===== config.mk =====
export PLATFORM = sky130hd
export DESIGN_NAME = vga_ctrl
export DESIGN_NICKNAME = d
export VERILOG_FILES = /design/src/rtl/vga_ctrl.sv
export SDC_FILE = /design/constraint.sdc
export NUM_CORES = 1
export LEC_CHECK = 0
export ABC_AREA = 0
export CORE_UTILIZATION = 35
export CTS_CLUSTER_DIAMETER = 60
export DETAILED_ROUTE_END_ITERATION = 7
export PLACE_DENSITY_LB_ADDON = 0.1
export SYNTH_ARGS = -nofsm -noshare
export SYNTH_HDL_FRONTEND = slang
export SYNTH_SLANG_ARGS = --single-unit

===== constraint.sdc =====
create_clock -name vga_clk -period 2.8 [get_ports vga_clk]
set_clock_uncertainty 0.2 [all_clocks]
set_input_delay 0.56 -clock vga_clk [delete_from_list [all_inputs] [get_ports vga_clk]]
set_output_delay 0.56 -clock vga_clk [all_outputs]
set_load 0.005 [all_outputs]

===== src/rtl/vga_ctrl.sv =====
// 640x480@60 VGA timing generator: issues pixel requests ahead of the display
// window by PIX_LAT clocks and registers the returned data together with syncs.
module vga_ctrl #(
    parameter int H_SYNC   = 96,
    parameter int H_BACK   = 48,
    parameter int H_VALID  = 640,
    parameter int H_FRONT  = 16,
    parameter int V_SYNC   = 2,
    parameter int V_BACK   = 33,
    parameter int V_VALID  = 480,
    parameter int V_FRONT  = 10,
    parameter int PIX_LAT  = 1,
    parameter bit SYNC_POL = 1'b0
) (
    input  logic        vga_clk,
    input  logic        sys_rst_n,
    input  logic [15:0] pix_data,
    output logic [9:0]  pix_x,
    output logic [9:0]  pix_y,
    output logic        hsync,
    output logic        vsync,
    output logic [15:0] rgb,
    output logic        rgb_valid,
    output logic        frame_start
);
    localparam int H_TOTAL = H_SYNC + H_BACK + H_VALID + H_FRONT;
    localparam int V_TOTAL = V_SYNC + V_BACK + V_VALID + V_FRONT;
    localparam int HA      = H_SYNC + H_BACK;
    localparam int VA      = V_SYNC + V_BACK;

    localparam logic [9:0] H_LAST  = 10'(H_TOTAL - 1);
    localparam logic [9:0] V_LAST  = 10'(V_TOTAL - 1);
    localparam logic [9:0] RQ_H_LO = 10'(HA - PIX_LAT);
    localparam logic [9:0] RQ_H_HI = 10'(HA + H_VALID - 1 - PIX_LAT);
    localparam logic [9:0] DA_H_LO = 10'(HA);
    localparam logic [9:0] DA_H_HI = 10'(HA + H_VALID - 1);
    localparam logic [9:0] V_LO    = 10'(VA);
    localparam logic [9:0] V_HI    = 10'(VA + V_VALID - 1);
    localparam logic [9:0] HS_END  = 10'(H_SYNC);
    localparam logic [9:0] VS_END  = 10'(V_SYNC);

    logic [9:0]  cnt_h_q, cnt_h_d;
    logic [9:0]  cnt_v_q, cnt_v_d;
    logic [15:0] rgb_q, rgb_d;
    logic        rgb_valid_q, rgb_valid_d;
    logic        hsync_q, hsync_d;
    logic        vsync_q, vsync_d;
    logic        frame_start_q, frame_start_d;
    logic        v_act, req_win, disp_win;

    always_comb begin
        cnt_h_d = cnt_h_q + 10'd1;
        cnt_v_d = cnt_v_q;
        if (cnt_h_q == H_LAST) begin
            cnt_h_d = '0;
            cnt_v_d = (cnt_v_q == V_LAST) ? '0 : cnt_v_q + 10'd1;
        end
    end

    // Request window leads the display window by PIX_LAT so returned data lands on time.
    assign v_act    = (cnt_v_q >= V_LO) && (cnt_v_q <= V_HI);
    assign req_win  = v_act && (cnt_h_q >= RQ_H_LO) && (cnt_h_q <= RQ_H_HI);
    assign disp_win = v_act && (cnt_h_q >= DA_H_LO) && (cnt_h_q <= DA_H_HI);

    assign pix_x = req_win ? (cnt_h_q - RQ_H_LO) : 10'h3FF;
    assign pix_y = req_win ? (cnt_v_q - V_LO)    : 10'h3FF;

    // Mux rather than AND-mask so an X on pix_data during blanking never reaches rgb.
    always_comb begin
        rgb_d         = disp_win ? pix_data : 16'h0000;
        rgb_valid_d   = disp_win;
        hsync_d       = (cnt_h_q < HS_END) ? SYNC_POL : ~SYNC_POL;
        vsync_d       = (cnt_v_q < VS_END) ? SYNC_POL : ~SYNC_POL;
        frame_start_d = (cnt_h_q == 10'd0) && (cnt_v_q == 10'd0);
    end

    always_ff @(posedge vga_clk or negedge sys_rst_n) begin
        if (!sys_rst_n) begin
            cnt_h_q       <= '0;
            cnt_v_q       <= '0;
            rgb_q         <= '0;
            rgb_valid_q   <= 1'b0;
            hsync_q       <= ~SYNC_POL;
            vsync_q       <= ~SYNC_POL;
            frame_start_q <= 1'b0;
        end else begin
            cnt_h_q       <= cnt_h_d;
            cnt_v_q       <= cnt_v_d;
            rgb_q         <= rgb_d;
            rgb_valid_q   <= rgb_valid_d;
            hsync_q       <= hsync_d;
            vsync_q       <= vsync_d;
            frame_start_q <= frame_start_d;
        end
    end

    assign rgb         = rgb_q;
    assign rgb_valid   = rgb_valid_q;
    assign hsync       = hsync_q;
    assign vsync       = vsync_q;
    assign frame_start = frame_start_q;
endmodule


Word level (Yosys, flattened, before mapping)
Index checks and enable logic that the tools add are counted.

operators by class
  $add $sub $neg = 4
  order comparisons = 8
  equality and inequality tests = 2
  multiplexer cells = 7
  reduce and logical (&&, ||, !) cells = 8

operators by type and width
  operator                                                             count
  2-to-1 mux 10 bit                                                    4
  <= comparator 10 bit (second input constant)                         3
  adder 10 x 1 -> 10 bit (second input constant)                       2
  equality test 10 bit (second input constant)                         2
  greater-or-equal comparator 10 x 8 -> 1 bit (second input constant)  2
  logical NOT 10 bit                                                   2
  2-to-1 mux 16 bit                                                    1
  greater-or-equal comparator 10 x 6 -> 1 bit (second input constant)  1
  < comparator 10 x 2 -> 1 bit (second input constant)                 1
  < comparator 10 x 7 -> 1 bit (second input constant)                 1
  subtractor 10 x 6 -> 10 bit (second input constant)                  1
  subtractor 10 x 8 -> 10 bit (second input constant)                  1
  logical AND 1 bit                                                    6
  2-to-1 mux 1 bit                                                     2

word-level totals
  register bits = 40
  input port bits = 18
  output and inout bits = 40
  word-level logic and storage cells = 36

Depth between registers and ports, before layout
  depth in word-level cells = 5
  depth in mapped cells = 7
  gate-level depth less buffers = 6

Worst setup path before layout
Ideal clock, no wire load.

  kind = flip-flop to output port
  start = register cnt_v_q[1]
  end = output pix_x[6]
  data arrival time = 1.945 ns
  required time = 2.040 ns
  path slack = 0.095 ns
  stages on the path, launching flop included = 8
  path buffers = 2
  cells stage by stage = dfrtp_1 > ha_1 > clkbuf_1 > o41ai_2 > nor3b_1 > a211oi_1 > buf_2 > o2111ai_1

between the ends
  word-level cells in the longest chain between the ends = 5
  elaborated cells between the ends (all ways) = 6
  those cells by class = order compare: 2; mux: 1; reduce/logical: 3

RTL lines
  item                                                                                        line  RTL
  start: declaration                                                                          43    logic [9:0] cnt_v_q, cnt_v_d;
  start signal: assignment                                                                    88    cnt_v_q <= cnt_v_d;
  greater-or-equal comparator 10 x 6 -> 1 bit / <= comparator 10 bit (equally long branches)  61    assign v_act = (cnt_v_q >= V_LO) && (cnt_v_q <= V_HI);
  logical AND 1 bit (*)                                                                       61
  logical AND 1 bit (*) (2 in a row)                                                          62    assign req_win = v_act && (cnt_h_q >= RQ_H_LO) && (cnt_h_q <= RQ_H_HI);
  2-to-1 mux 10 bit (*)                                                                       65    assign pix_x = req_win ? (cnt_h_q - RQ_H_LO) : 10'h3FF;
  end: declaration                                                                            18    output logic [9:0] pix_x,

Every way passes the cells marked *; elsewhere a longest branch is shown, timed or not.

Final worst setup path
  start = register cnt_v_q[0]
  end = output pix_x[7]

The elaborated chain is that of the path after synthesis.

==> PnR_summary.wiki <==
{| class="wikitable"
! Metric !! Value
|-
| Status || complete, but fails checks
|-
| Failing checks || negative setup slack
|-
| Path type of the worst setup path || reg -> out
|-
| Max H-tree Level || 2
|-
| Final TNS setup || -471 ps
|-
| Starting Density || 36.4%
|-
| NumNets Final || 346
|-
| Actual transition at the worst max-transition pin || roughly 900 ps
|-
| Static power due to leakage || about 1.5 nW
|-
| Classification of the worst-slack hold path || in -> async
|-
| Maximum Capacitance Violations || 0
|-
| Worst slew margin || about two fifths
|-
| Number of distinct library cell variants in the gate-level netlist after synthesis || 44
|-
| Post-layout instance count excluding filler cells || just under 400
|-
| Standard cell core area || ~0.0060 mm2
|-
| Post-route design area || between 0.003 and 0.004 mm2
|-
| # fillers || 556
|-
| Die H || 80.7 um
|-
| Remaining antenna violation count after routing || 0
|-
| Wire length after detailed routing || ~5.4 mm
|-
| Data arrival time of the critical path || ~2100 ps
|-
| Via count of the first global-routing pass || 1,904
|-
| Most frequent cells in the layout || 53 x buf_4, 36 x clkdlybuf4s50_1, 35 x dfrtp_1
|-
| Pre-Repair DR Iteration Count || 4
|-
| TritonCTS clock tree || done
|-
| Post-Synthesis Mean Instance Area || 10.1 um2
|-
| Power density cells || 347 mW/mm2
|-
| Beginning of the worst register-to-register path || cnt_v_q[8]$_DFFE_PN0N_
|-
| I/O pins || slightly below 60
|-
| Number of storage elements in the synthesis netlist || 40
|-
| Required time at the worst-slack endpoint || 2040 ps
|-
| Area of the multi-input gates || 0.00116 mm2
|-
| Vias || ~2,000
|-
| Cts-stage hold buffer count || 0
|-
| DIE AREA || roughly 0.0065 mm2
|-
| Critical Path Source || cnt_v_q[0]$_DFFE_PN0N_
|-
| Fraction of synthesis flops using an asynchronous set or reset pin || between 90% and 100%
|-
| Worst Setup Start Kind || flip-flop
|-
| Final hold violation count || 0
|-
| Total number of placement rows || 28
|-
| Count of mapped cells out of synthesis || roughly 220
|-
| GRT met2 Usage || 28.9%
|-
| Via-per-instance ratio || 4.93
|-
| Library cell used as clock root buffer || clkbuf_8
|-
| Area of all sequential standard cells || 0.00101 mm2
|-
| Sequential area share after synthesis || 46.3%
|-
| Clock-pin slew reported for the worst setup and hold paths after clock tree synthesis || around 80 ps
|-
| Unrepaired setup endpoints after global routing || yes
|-
| Max rail drop VDD || 0.000284 V
|-
| Layer with the highest usage || met2
|-
| Global routing usage on met3 || 6.14%
|-
| Global-route wire length before repair || 9.21 mm
|-
| Leftover overflow at the end of global routing || 0
|-
| Syn nets || 239
|-
| Yosys synthesis warning count || 0
|-
| Ratio of cells with drive above 1 in the final layout || 33.9%
|-
| Maximum count of clock buffers along a single path || 2
|-
| Largest driver fanout on the critical path || 5
|-
| Min Clock Period, post-route || about 2900 ps
|-
| Layout Utilization || around 56%
|-
| Post-detail-place hpwl || 3.79 mm
|-
| Number of buffers inserted during clock tree synthesis || 5
|-
| Count of placed standard cells including taps || 378
|-
| Setup Viol. Count Final || 13
|-
| Top achievable clock speed || 0.347 GHz
|-
| Dpl ws || -155 ps
|-
| Commonest register cell after synthesis || dfrtp_1
|-
| Total inserted antenna cells || 0
|-
| Number of antenna violations at the first check in global routing || 0
|-
| Initial drt markers || 98
|-
| Most common cell after layout, fill and taps aside || buf_4
|-
| Post-route worst hold slack || 195 ps
|-
| Clock Latency Late Sink || 290 ps
|-
| EDFF count, synth || 0
|-
| Power Total || 1.16 mW
|-
| Max-slew violations || 0
|-
| Post-route setup slack || -81.2 ps
|-
| Cell area after placement || 0.00310 mm2
|-
| Last weighted congestion value of the routability-driven placer || just over 0.8
|-
| Pin count of the biggest net entering global routing || 41
|-
| Clock Sinks || 40
|-
| Residual DRC count || 0
|-
| GR Layer Usage met1 || 25.0%
|-
| Detailed-route wire length per cell || 13.6 um
|-
| Period Utilization, post-route || 103%
|-
| CP endpoint kind || output port
|-
| Count of buffers inserted at the top-level ports || 57
|-
| Combined global-route utilization of all metal layers || 18.8%
|-
| Area growth, synth to finish || 54.5%
|-
| Die extent in x || 80.7 um
|-
| Post-synthesis instance area || about 0.0022 mm2
|}
[cell type report]
cell class	count	area share (%)
Multi-Input combinational cell	153	34.6
Sequential cell	40	30.1
Timing Repair Buffer	116	28.0
Tap cell	75	2.80
Clock buffer	5	2.05
Clock inverter	2	1.79
Inverter	6	0.672
[registers in the layout (all words and copies together) (netlist names)]
name         count
cnt_h_q         10
cnt_v_q         10
frame_start      1
hsync            1
rgb             16
rgb_valid        1
vsync            1
[report_power, final]
part	total, mW	internal, mW	switching (mW)
Combinational	0.0322	0.0196	0.0126
Sequential	0.577	0.577	0
Clock	0.554	0.351	0.203
Total	1.16	0.948	0.215
[Yosys cell counts (2+ instances only)]
cell type,instances,area (um2)
dfrtp_1,38,951
nand3_1,21,105
and2_1,19,119
xnor2_1,14,123
nor3_1,11,55.1
nand2_1,9,33.8
nor2_1,9,33.8
clkbuf_1,8,30.0
o21ai_0,7,35.0
ha_1,6,75.1
inv_1,6,22.5
nand4_1,6,37.5
xor2_1,6,52.6
buf_2,5,25.0
or3_1,5,31.3
a21oi_1,4,20.0
nand3b_1,4,30.0
a21boi_0,3,22.5
o211ai_1,3,22.5
a22o_1,2,17.5
a31oi_1,2,12.5
and4_1,2,17.5
buf_6,2,22.5
dfstp_2,2,52.6
mux2_2,2,22.5
[metal layers]
metal	share of wire, %	routed length (um)
met5	0	0
met4	1.3	72
met3	8.1	436
met1	45	2450
met2	45	2450
[cells by family (layout without fill, tap and decap cells)]
logic type                 after synthesis  after routing  share of synthesized area, %
and+or+nand+nor                         96             96                          25.8
muxes                                    2              2                          1.04
DFF                                     40             40                          46.3
buffers and inverters                   22            129                          4.79
AOI/OAI and AO/OA                       29             29                          10.6
xor gates and xnor gates                20             20                          8.08
adders and majority gates                6              6                          3.46
[worst max-delay path, stage by stage (launching register included)]
cell and delay (ps):
dfrtp_1 390, ha_2 200, o41ai_4 260, nor3b_2 250
buf_4 150, a211oi_4 50, buf_4 180, buf_4 130
o211ai_1 90, buf_2 140
[path summary, 6_finish.rpt]
path / cells past startpoint / slack [ps] / endpoint
setup / recovery: 9 / -80 / pix_x[7]
max in group asynchronous: 1 / 1590 / cnt_v_q[5]$_DFFE_PN0N_
min in group vga_clk: 2 / 370 / cnt_h_q[0]$_DFF_PN0_
hold / removal: 1 / 190 / rgb[8]$_DFF_PN0_
setup reg to reg: 7 / 560 / rgb[10]$_DFF_PN0_
hold reg to reg: 2 / 370 / cnt_h_q[0]$_DFF_PN0_
[repair_timing]
item,4_1_cts,5_1_grt
setup endpoints to repair,20,20
gates resized for setup,94,7
buffers inserted,9,2
pin swaps,4,1
gates cloned,1,0
(Power assumes the default switching activity.)
